[config.mk]
export PLATFORM = sky130hd
export DESIGN_NAME = mem_blk32_flat
export DESIGN_NICKNAME = d
export VERILOG_FILES = /design/src/rtl/mem_blk32_pkg.sv /design/src/rtl/mem_blk32_if.sv /design/src/rtl/mem_blk32_agen.sv /design/src/rtl/mem_blk32.sv /design/src/flat_wrapper.sv
export SDC_FILE = /design/constraint.sdc
export NUM_CORES = 1
export LEC_CHECK = 0
export CORE_UTILIZATION = 40
export CTS_CLUSTER_DIAMETER = 30
export DETAILED_ROUTE_END_ITERATION = 6
export HOLD_SLACK_MARGIN = 0.1
export PLACE_DENSITY = 0.68
export SLEW_MARGIN = 10
export SYNTH_ARGS = -nofsm -noshare
export SYNTH_HDL_FRONTEND = slang
export SYNTH_SLANG_ARGS = --single-unit
[constraint.sdc]
create_clock -name clk -period 5.2 [get_ports clk]
set_clock_uncertainty 0.05 [all_clocks]
set_input_delay 1.04 -clock clk [delete_from_list [all_inputs] [get_ports clk]]
set_output_delay 1.04 -clock clk [all_outputs]
set_load 0.01 [all_outputs]
[src/rtl/mem_blk32_pkg.sv]
// Shared definitions for the mem_blk32 block mover.
// Holds bus/length widths, the command opcode and FSM state enums, the
// latched command record and small data helpers.
// Optional macro MEM_VERIFY_EN adds the read-back verify states.
package mem_pkg;

  localparam int unsigned ASZ = 15;  // word address width
  localparam int unsigned DSZ = 32;  // data width
  localparam int unsigned LSZ = 16;  // length field width

  typedef enum logic [1:0] {
    OP_FILL = 2'd0,
    OP_SEQ  = 2'd1,
    OP_COPY = 2'd2,
    OP_NOP  = 2'd3
  } op_t;

  typedef enum logic [2:0] {
    S_IDLE,
    S_WR,
    S_CRD,
    S_CWR,
`ifdef MEM_VERIFY_EN
    S_VRD,
    S_VCHK,
`endif
    S_FIN
  } state_t;

  typedef struct packed {
    op_t            op;
    logic [ASZ-1:0] src;
    logic [ASZ-1:0] dst;
    logic [LSZ-1:0] len;
    logic [DSZ-1:0] pat;
    logic [3:0]     msk;
  } cmd_t;

  // Data word i of a FILL/SEQ command.
  function automatic logic [DSZ-1:0] cmd_word(input cmd_t c, input logic [LSZ-1:0] i);
    return (c.op == OP_SEQ) ? c.pat + DSZ'(i) : c.pat;
  endfunction

  // Expand a 4-bit byte mask to a full data-width bit mask.
  function automatic logic [DSZ-1:0] byte_mask(input logic [3:0] m);
    logic [DSZ-1:0] r;
    r = '0;
    for (int unsigned b = 0; b < 4; b++) r[8*b +: 8] = {8{m[b]}};
    return r;
  endfunction

endpackage

[src/rtl/mem_blk32_if.sv]
// iBus32: single-port 32-bit memory bus.
//   ai   word address        (master -> slave)
//   we   write enable        (master -> slave)
//   vi   write data          (master -> slave)
//   bmsk byte write mask     (master -> slave)
//   vo   read data, valid one cycle after ai (slave -> master)
interface iBus32 import mem_pkg::*; ();
  logic [ASZ-1:0] ai;
  logic           we;
  logic [DSZ-1:0] vi;
  logic [3:0]     bmsk;
  logic [DSZ-1:0] vo;

  modport master (output ai, we, vi, bmsk, input vo);
  modport slave  (input ai, we, vi, bmsk, output vo);
endinterface

[src/rtl/mem_blk32_agen.sv]
// mem_agen: loadable word index counter for mem_blk32.
//   clk, rst_n    clock, synchronous active-low reset
//   clr           reload index to 0 (wins over inc)
//   inc           advance index by one
//   len           command word count
//   sbase, dbase  source / destination base addresses
//   idx           current word index i
//   saddr, daddr  sbase+i, dbase+i (modulo 2^ASZ)
//   last          index is at len-1
module mem_agen import mem_pkg::*; (
  input  logic           clk,
  input  logic           rst_n,
  input  logic           clr,
  input  logic           inc,
  input  logic [LSZ-1:0] len,
  input  logic [ASZ-1:0] sbase,
  input  logic [ASZ-1:0] dbase,
  output logic [LSZ-1:0] idx,
  output logic [ASZ-1:0] saddr,
  output logic [ASZ-1:0] daddr,
  output logic           last
);

  always_ff @(posedge clk) begin
    if (!rst_n)   idx <= '0;
    else if (clr) idx <= '0;
    else if (inc) idx <= idx + LSZ'(1);
  end

  always_comb begin
    saddr = sbase + idx[ASZ-1:0];
    daddr = dbase + idx[ASZ-1:0];
    last  = (idx == len - LSZ'(1));
  end

endmodule

[src/rtl/mem_blk32.sv]
// mem_blk32: iBus32 master executing one block command at a time
// (constant fill, sequence fill, forward block copy).
//   clk, rst_n  clock, synchronous active-low reset
//   bus         iBus32 master port (ai/we/vi/bmsk out, vo in)
//   start, op   command strobe (sampled in IDLE) and opcode
//   src, dst    copy source / destination base word addresses
//   len, pat    word count, fill value or sequence seed
//   msk         byte mask placed on every write
//   busy, done  command active, one-cycle completion pulse
//   err,err_cnt sticky verify mismatch flag and saturating count
// Optional macro MEM_VERIFY_EN: read-back verify after FILL/SEQ;
// without it err and err_cnt are constant 0.
module mem_blk32 import mem_pkg::*; (
  input  logic           clk,
  input  logic           rst_n,
  iBus32.master          bus,
  input  logic           start,
  input  logic [1:0]     op,
  input  logic [ASZ-1:0] src,
  input  logic [ASZ-1:0] dst,
  input  logic [LSZ-1:0] len,
  input  logic [DSZ-1:0] pat,
  input  logic [3:0]     msk,
  output logic           busy,
  output logic           done,
  output logic           err,
  output logic [LSZ-1:0] err_cnt
);

  state_t         state, state_nx;
  cmd_t           cmd;
  logic           accept, ag_clr, ag_inc, last;
  logic [LSZ-1:0] idx;
  logic [ASZ-1:0] saddr, daddr;

  assign accept = (state == S_IDLE) && start;

  mem_agen u_agen (
    .clk   (clk),
    .rst_n (rst_n),
    .clr   (ag_clr),
    .inc   (ag_inc),
    .len   (cmd.len),
    .sbase (cmd.src),
    .dbase (cmd.dst),
    .idx   (idx),
    .saddr (saddr),
    .daddr (daddr),
    .last  (last)
  );

  always_ff @(posedge clk) begin
    if (!rst_n) begin
      state <= S_IDLE;
      cmd   <= '0;
    end else begin
      state <= state_nx;
      if (accept)
        cmd <= '{op: op_t'(op), src: src, dst: dst, len: len, pat: pat, msk: msk};
    end
  end

  // Bus outputs decode from state so reset/IDLE values appear directly.
  always_comb begin
    state_nx = state;
    ag_clr   = 1'b0;
    ag_inc   = 1'b0;
    bus.we   = 1'b0;
    bus.ai   = '0;
    bus.vi   = '0;
    bus.bmsk = '1;
    busy     = 1'b0;
    done     = 1'b0;
    case (state)
      S_IDLE: begin
        if (start) begin
          ag_clr = 1'b1;
          if (len == '0 || op_t'(op) == OP_NOP) state_nx = S_FIN;
          else if (op_t'(op) == OP_COPY)        state_nx = S_CRD;
          else                                  state_nx = S_WR;
        end
      end
      S_WR: begin
        busy     = 1'b1;
        bus.we   = 1'b1;
        bus.ai   = daddr;
        bus.vi   = cmd_word(cmd, idx);
        bus.bmsk = cmd.msk;
        if (last) begin
`ifdef MEM_VERIFY_EN
          state_nx = S_VRD;
          ag_clr   = 1'b1;
`else
          state_nx = S_FIN;
`endif
        end else begin
          ag_inc = 1'b1;
        end
      end
      S_CRD: begin
        busy     = 1'b1;
        bus.ai   = saddr;
        state_nx = S_CWR;
      end
      S_CWR: begin
        // Read data from the preceding CRD cycle arrives on vo now.
        busy     = 1'b1;
        bus.we   = 1'b1;
        bus.ai   = daddr;
        bus.vi   = bus.vo;
        bus.bmsk = cmd.msk;
        if (last) begin
          state_nx = S_FIN;
        end else begin
          state_nx = S_CRD;
          ag_inc   = 1'b1;
        end
      end
`ifdef MEM_VERIFY_EN
      S_VRD: begin
        busy   = 1'b1;
        bus.ai = daddr;
        if (last) state_nx = S_VCHK;
        else      ag_inc   = 1'b1;
      end
      S_VCHK: begin
        busy     = 1'b1;
        state_nx = S_FIN;
      end
`endif
      S_FIN: begin
        done     = 1'b1;
        state_nx = S_IDLE;
      end
      default: state_nx = S_IDLE;
    endcase
  end

`ifdef MEM_VERIFY_EN
  // Compare runs one cycle behind VRD to match the slave read latency.
  logic           chk_vld, miss;
  logic [DSZ-1:0] chk_exp;

  always_comb miss = chk_vld && (((bus.vo ^ chk_exp) & byte_mask(cmd.msk)) != '0);

  always_ff @(posedge clk) begin
    if (!rst_n) begin
      chk_vld <= 1'b0;
      chk_exp <= '0;
      err     <= 1'b0;
      err_cnt <= '0;
    end else begin
      chk_vld <= (state == S_VRD);
      chk_exp <= cmd_word(cmd, idx);
      if (accept) begin
        err     <= 1'b0;
        err_cnt <= '0;
      end else if (miss) begin
        err <= 1'b1;
        if (err_cnt != '1) err_cnt <= err_cnt + LSZ'(1);
      end
    end
  end
`else
  always_comb begin
    err     = 1'b0;
    err_cnt = '0;
  end
`endif

endmodule
[src/flat_wrapper.sv]
// flat-port wrapper written by rule: the top's interface ports become plain ports
module mem_blk32_flat import mem_pkg::*;
  (clk, rst_n, start, op, src, dst, len, pat, msk, busy, done, err, err_cnt, bus_ai, bus_we, bus_vi, bus_bmsk, bus_vo);
  iBus32 bus_i ();
  input  logic clk;
  input  logic rst_n;
  input  logic start;
  input  logic [1:0] op;
  input  logic [ASZ-1:0] src;
  input  logic [ASZ-1:0] dst;
  input  logic [LSZ-1:0] len;
  input  logic [DSZ-1:0] pat;
  input  logic [3:0] msk;
  output logic busy;
  output logic done;
  output logic err;
  output logic [LSZ-1:0] err_cnt;
  output wire logic [$bits(bus_i.ai)-1:0] bus_ai;
  output wire logic [$bits(bus_i.we)-1:0] bus_we;
  output wire logic [$bits(bus_i.vi)-1:0] bus_vi;
  output wire logic [$bits(bus_i.bmsk)-1:0] bus_bmsk;
  input wire logic [$bits(bus_i.vo)-1:0] bus_vo;
  assign bus_ai = bus_i.ai;
  assign bus_we = bus_i.we;
  assign bus_vi = bus_i.vi;
  assign bus_bmsk = bus_i.bmsk;
  assign bus_i.vo = bus_vo;
  mem_blk32 u_core (.clk(clk), .rst_n(rst_n), .bus(bus_i), .start(start), .op(op), .src(src), .dst(dst), .len(len), .pat(pat), .msk(msk), .busy(busy), .done(done), .err(err), .err_cnt(err_cnt));
endmodule
== Word level (Yosys, flattened, before mapping) ==
Index checks and enable logic that the tools add are counted.

* Bits in registers: 103
* Latch bits: 0
* Bits in writable memories: 0
* Memory bits (read-only): 0
* Output and inout bits: 71
* Word-level logic and storage cells: 49
* Memories kept: 0

* Add/sub/neg operators: 5
* $mul: 0
* Div/mod/pow operators: 0
* $lt $le $gt $ge: 0
* Eq/ne operators: 10
* Shift-type cells: 0
* Mux-type cells: 17
* Bitwise gates (word level): 1
* Reduce and logical (&&, ||, !) cells: 8

{| class="wikitable"
|+ Operator list
! operator !! count
|-
| $pmux W32 S2 || 1
|-
| $add A32 B16 Y32 || 1
|-
| $mux W32 || 1
|-
| $add A15 B15 Y15 || 2
|-
| $pmux W15 S2 || 1
|-
| $add A16 B1 Y16 const B || 1
|-
| $eq A16 B16 Y1 || 1
|-
| $logic_not A16 Y1 || 1
|-
| $sub A16 B1 Y16 const B || 1
|-
| $mux W3 || 4
|-
| $pmux W3 S4 || 1
|-
| $mux W1 || 7
|-
| $eq A3 B2 Y1 const B || 2
|-
| $eq A2 B2 Y1 const B || 2
|-
| $mux W4 || 1
|-
| $reduce_or A2 Y1 || 2
|-
| $eq A3 B1 Y1 const B || 1
|-
| $eq A3 B3 Y1 const B || 1
|-
| $logic_not A3 Y1 || 1
|-
| $reduce_or A3 Y1 || 1
|-
| $eq A2 B1 Y1 const B || 1
|-
| $mux W2 || 1
|-
| $ne A2 B1 Y1 const B || 1
|-
| $ne A2 B2 Y1 const B || 1
|-
| 4 further kinds || 4
|}

== Logic depth before layout (Yosys ltp) ==
* Depth in word-level cells: 5
* Depth in mapped cells: 17

== Hierarchy ==
A second synthesis with hierarchy kept.

* Cells, all modules: 1036
* Area total of the unflattened synthesis: 7722.4 µm²

{| class="wikitable"
|+ Modules (own cells, without submodules)
! module !! instances !! cells each !! area each (µm²) !! sequential area each (µm²)
|-
| mem_blk32 || 1 || 717 || 5273.8 || 1741.7
|-
| mem_agen || 1 || 319 || 2448.6 || 320.3
|}

== Worst setup path before layout ==
Ideal clock, no wire load.

* Kind: register -> output
* Start: register u_core.state[2]
* End: output bus_ai[14]
* Arrival: 3593 ps
* Data required time: 4110 ps
* Path slack: 517 ps
* Stages on the path, launching flop included: 18
* Path buffers: 1
* Cells stage by stage: dfxtp_1 -> inv_1 -> nand2_1 -> clkinv_1 -> clkbuf_1 -> nand2_1 -> nand2_1 -> ha_1 -> inv_1 -> fa_1 -> nor2b_1 -> o31ai_1 -> a2111oi_0 -> nor3_1 -> o41ai_1 -> a21oi_1 -> xnor2_1 -> mux2_2

* Word-level cells in the longest chain between the ends: 3
* Elaborated cells on any way between the ends: 5
* Those cells by class: eq/ne (3); mux (1); reduce/logical (1)

{| class="wikitable"
|+ RTL lines
! element !! RTL line !! text
|-
| start, declared || mem_blk32.sv:30 || <nowiki>state_t state, state_nx;</nowiki>
|-
| start signal, assigned || mem_blk32.sv:57 || <nowiki>state <= state_nx;</nowiki>
|-
| $eq A3 B1 Y1 / $eq A3 B2 Y1 (equally long branches) || mem_blk32.sv:74 || <nowiki>case (state)</nowiki>
|-
| $reduce_or A2 Y1 (no source line) || -- ||
|-
| $pmux W15 S2 (*) || mem_blk32.sv:74 ||
|-
| end, declared || flat_wrapper.sv:18 || <nowiki>output wire logic [$bits(bus_i.ai)-1:0] bus_ai;</nowiki>
|}

Mark *: on every way between the ends. The rest lies on a longest branch, timed or not.

== Worst setup path in the final report ==
* Start: register u_core.u_agen.idx[0]
* End: output bus_vi[28]

* Word-level cells in the longest chain between the ends: 3

{| class="wikitable"
|+ RTL lines
! element !! RTL line !! text
|-
| start, declared || mem_blk32_agen.sv:18 || <nowiki>output logic [LSZ-1:0] idx,</nowiki>
|-
| start signal, assigned || mem_blk32_agen.sv:27 || <nowiki>else if (inc) idx <= idx + LSZ'(1);</nowiki>
|-
| $add A32 B16 Y32 || mem_blk32_pkg.sv:41 || <nowiki>return (c.op == OP_SEQ) ? c.pat + DSZ'(i) : c.pat;</nowiki>
|-
| $mux W32 || mem_blk32_pkg.sv:41 ||
|-
| $pmux W32 S2 || mem_blk32.sv:74 ||
|-
| end, declared || flat_wrapper.sv:20 || <nowiki>output wire logic [$bits(bus_i.vi)-1:0] bus_vi;</nowiki>
|}

No other way between the ends.

==> results.tsv <==
stage	metric	value	unit
status	status	finished, final reports clean	
sta	final setup vio count	0	
yosys	EDFF count, synth	0	
finish	area of the multi-input gates	0.00475	mm²
yosys	most frequent cell after synthesis	nand2_1	
yosys	mux cell area share after synthesis	0.436	%
worst_setup_path	Setup CP Type	flop to output port	
finish	Util after Layout	54.0	%
sta	post-layout min period	4.96	ns
clocking	CTS buffer count	9	
clocking	Clock H-tree levels	3	
finish	share of layout cells above drive strength 1	5.56	%
place	dpl ws	0.233	ns
worst_setup_path	CP required	4.11	ns
worst_setup_path	CP Cell Sequence	ha_1, inv_1, fa_1, nand2b_1, a21oi_1, o21ai_0, a211oi_1, o31ai_2, a2111oi_1, xnor2_1, a21oi_1, clkdlybuf4s50_1	
hold_path	HP Class	flop to flop	
global_route	first-pass GRT wire length	33700	µm
yosys	share of flip-flops with an asynchronous set or reset	0	%
worst_setup_path	reg2reg setup slack	1.79	ns
sta	Fmax	0.202	GHz
place	Port Buffers	172	
place	global placer's final weighted congestion	0.924	
worst_setup_path	Worst R2R End	u_core.u_agen.idx[0]	
finish	Layout fillers	1707	
power_and_ir_drop	cell internal pwr	1.48	mW
finish	post-route insts no fill	1377	
hold_path	Hold Path Origin	u_core.cmd[1]	
floorplan	Initial Utilization	41.2	%
sta	hold slack	0.412	ns
sta	final hold vios	0	
hold_path	hold depth	2	
clocking	CTS Hold Bufs	0	
yosys	simple-gate share of the synthesized area	27.3	%
clocking	clock latency on the worst-skew pair	0.35	ns
detailed_routing	Routed WL per cell	15.4	µm
worst_setup_path	Critical Path AT	3.87	ns
worst_setup_path	CP startpoint kind	flop	
clocking	CTS Root Cell	clkbuf_16	
floorplan	Die ar.	0.0185	mm²
global_route	total track usage	23.2	%
worst_setup_path	cell family with most CP delay	compound AO/OA/AOI/OAI gates	
detailed_routing	Avg Vias per Cell	5.27	
yosys	Cells after Synth	994	
finish	Final #Nets	1300	
sta	Slew Viols, Final	0	
yosys	Post-Synth Adder-Cell Area	6.14	%
worst_setup_path	most used cell, CP	a21oi_1	
global_route	initial antenna violation count	0	
yosys	Netlist Area Pre-Place	0.00717	mm²
detailed_routing	Via Count	7250	
floorplan	die width	136	µm
global_route	largest net degree at the start of global routing	87	
worst_setup_path	max incr delay on CP	0.58	ns
worst_setup_path	critical path endpoint category	output port	
worst_setup_path	critical path peak fanout	7	
power_and_ir_drop	Leak Pwr	3.66	nW
yosys	Post-Synth XOR/XNOR Area	7.33	%
sta	Slew headroom	39.1	%
sta	fin worst setup slack	0.238	ns
finish	Post-Layout Inst Area	0.00940	mm²
detailed_routing	drt initial violations	436	
floorplan	IO Pins	190	
power_and_ir_drop	sequential share of power	40.9	%
yosys	main flop type after synthesis	dfxtp_1	
clocking	Clk pin slew, worst setup/hold paths	0.08	ns
clocking	clk sinks	103	
yosys	top cells by count, synth	nand2_1 (257), dfxtp_1 (103), a21boi_0 (87)	
yosys	largest area contributor in the netlist	dfxtp_1	
floorplan	Die Height	136	µm
yosys	top cells by area, synth	dfxtp_1 (29%), nand2_1 (13%), a21boi_0 (9.1%), ha_1 (5.6%), xnor2_1 (4.5%)	
power_and_ir_drop	Clock power frac	29.5	%
yosys	share of Yosys cell area claimed by the top area cell type	28.8	%
yosys	compound-cell area share of the yosys netlist	23.7	%
place	HPWL Detailed	15600	µm
yosys	register area share after synthesis	28.8	%
sta	RSZ-0062 raised after global routing	true	
yosys	Synth Register Bits	103	
clocking	CTS tree	done	
floorplan	row cnt	48	
yosys	yosys warns	0	
hold_path	hold path endpoint	u_core.cmd[1]	
sta	worst slew pin tran	0.908	ns
worst_setup_path	R2R depth	10	
worst_setup_path	Reg2Reg Launch Point	u_core.cmd[36]	
floorplan	area of the core region	0.0174	mm²
power_and_ir_drop	VDD IR max	209	µV
detailed_routing	Initial DRT Pass Iterations	5	
job	max_cap viols	0	
global_route	vias in the first global route	6723	
finish	register area	0.00206	mm²
place	Placed Instances	1361	
power_and_ir_drop	switching share of power	33.4	%
worst_setup_path	Critical-path top delay cell	clkdlybuf4s50_1	
worst_setup_path	Buffers & Inverters on Critical Path	2	
sta	Tcrit/Tclk final	95.4	%
detailed_routing	Residual DRC	0	
clocking	Longest Clk Path Bufs	2	
power_and_ir_drop	P_sw	743	µW
finish	diode count	0	
detailed_routing	Routed WL	21300	µm
yosys	largest family of logic cells by synthesized area	simple AND/OR/NAND/NOR gates	
yosys	Mean Syn Cell Area	7.21	µm²
power_and_ir_drop	Pwr per Cell Area	237	mW/mm²
detailed_routing	post-route ant nets	0	
place	placed inst area	0.00909	mm²
power_and_ir_drop	combinational power share	29.6	%
global_route	GR Overflow Total	0	
finish	Layout area overhead	31.0	%
yosys	Yosys cell types	64	
worst max path at each step:
| stage | start | slack (ns) | cells after the start | endpoint |
|---|---|---|---|---|
| 5_1_grt | u_core.u_agen.idx[0] | -0.04 | 12 | bus_vi[28] |
| 6_report | u_core.u_agen.idx[0] | 0.24 | 12 | bus_vi[28] |
| 3_3_place_gp | u_core.state[2] | 0.30 | 17 | bus_ai[14] |
| 3_5_place_dp | u_core.state[2] | 0.23 | 16 | bus_ai[14] |
| 2_1_floorplan | u_core.state[2] | 0.52 | 17 | bus_ai[14] |
| 4_1_cts | u_core.state[2] | 0.03 | 16 | bus_ai[14] |
what timing repair did:
item                                    4_1_cts  5_1_grt
endpoints found under the hold margin         0        0
resized for setup                             2        8
buffers inserted                              0        0
endpoints found under the setup margin        1       10
pin swaps                                     0        3
power groups by stage:
stage	logic, mW	registers, mW	clock network, mW
global placement	0.653	0.926	0
global route	0.731	0.919	0.707
floorplan	0.420	0.906	0
detailed placement	0.658	0.927	0
CTS	0.661	0.909	0.672
finish	0.658	0.910	0.656
layer usage:
metal / GRT usage, % / wire [µm]
met2: 38.7 / 10100
met5: 0 / 0
met3: 4.81 / 1160
met1: 30.6 / 9720
met4: 5.43 / 263
worst reg2reg max path: stages (launching register included):
cell       delay [ns]
dfxtp_1          0.36
inv_1            0.07
ha_1             0.20
or4b_1           0.58
or2_0            0.27
a2111o_1         0.45
a2111oi_4        0.44
o2111ai_4        0.37
and2_4           0.32
xnor2_1          0.13
nor2_1           0.05
logic make-up (layout without fill, tap and decap cells):
group | Yosys count | in the layout
XOR/XNOR | 60 | 60
buffers and inverters | 102 | 244
flip-flops | 103 | 103
AND/OR/NAND/NOR | 447 | 447
multiplexers | 3 | 3
other | 1 | 17
adder cells (fa/ha/maj) | 34 | 34
AO/OA/AOI/OAI | 244 | 244
registers in the layout, indices dropped and copies added (netlist names):
name	count
u_core.u_agen.idx	16
u_core.state	3
u_core.cmd	84
final cells by class:
class                           count  share of cell area (%)
Inverter                           32                    1.28
Tap cell                          225                    3.00
Clock buffer                        9                    2.40
Multi-Input combinational cell    805                    50.6
Sequential cell                   103                    22.0
Timing Repair Buffer              196                    20.2
Clock inverter                      7                   0.586
stage by stage:
step	TNS [ns]	total power [mW]
2_1_floorplan	0	1.33
3_3_place_gp	0	1.58
3_5_place_dp	0	1.58
4_1_cts	0	2.24
5_1_grt	-0.0819	2.36
6_report	0	2.22
layout by cell type (no fill, tap or decap), drive strengths merged, types with 8 or more instances in the layout:
cell           count
nand2            257
clkdlybuf4s50    170
dfxtp            103
a21boi            87
nor2              64
a21oi             57
xnor2             37
inv               33
ha                32
o21ai             30
nand3             25
buf               25
xor2              23
nor3              21
a211oi            18
conb              17
nand2b            13
or3               11
nand4             11
and3              10
clkbuf             9
and2               8
No activity file was read; power rests on OpenSTA's default activity.
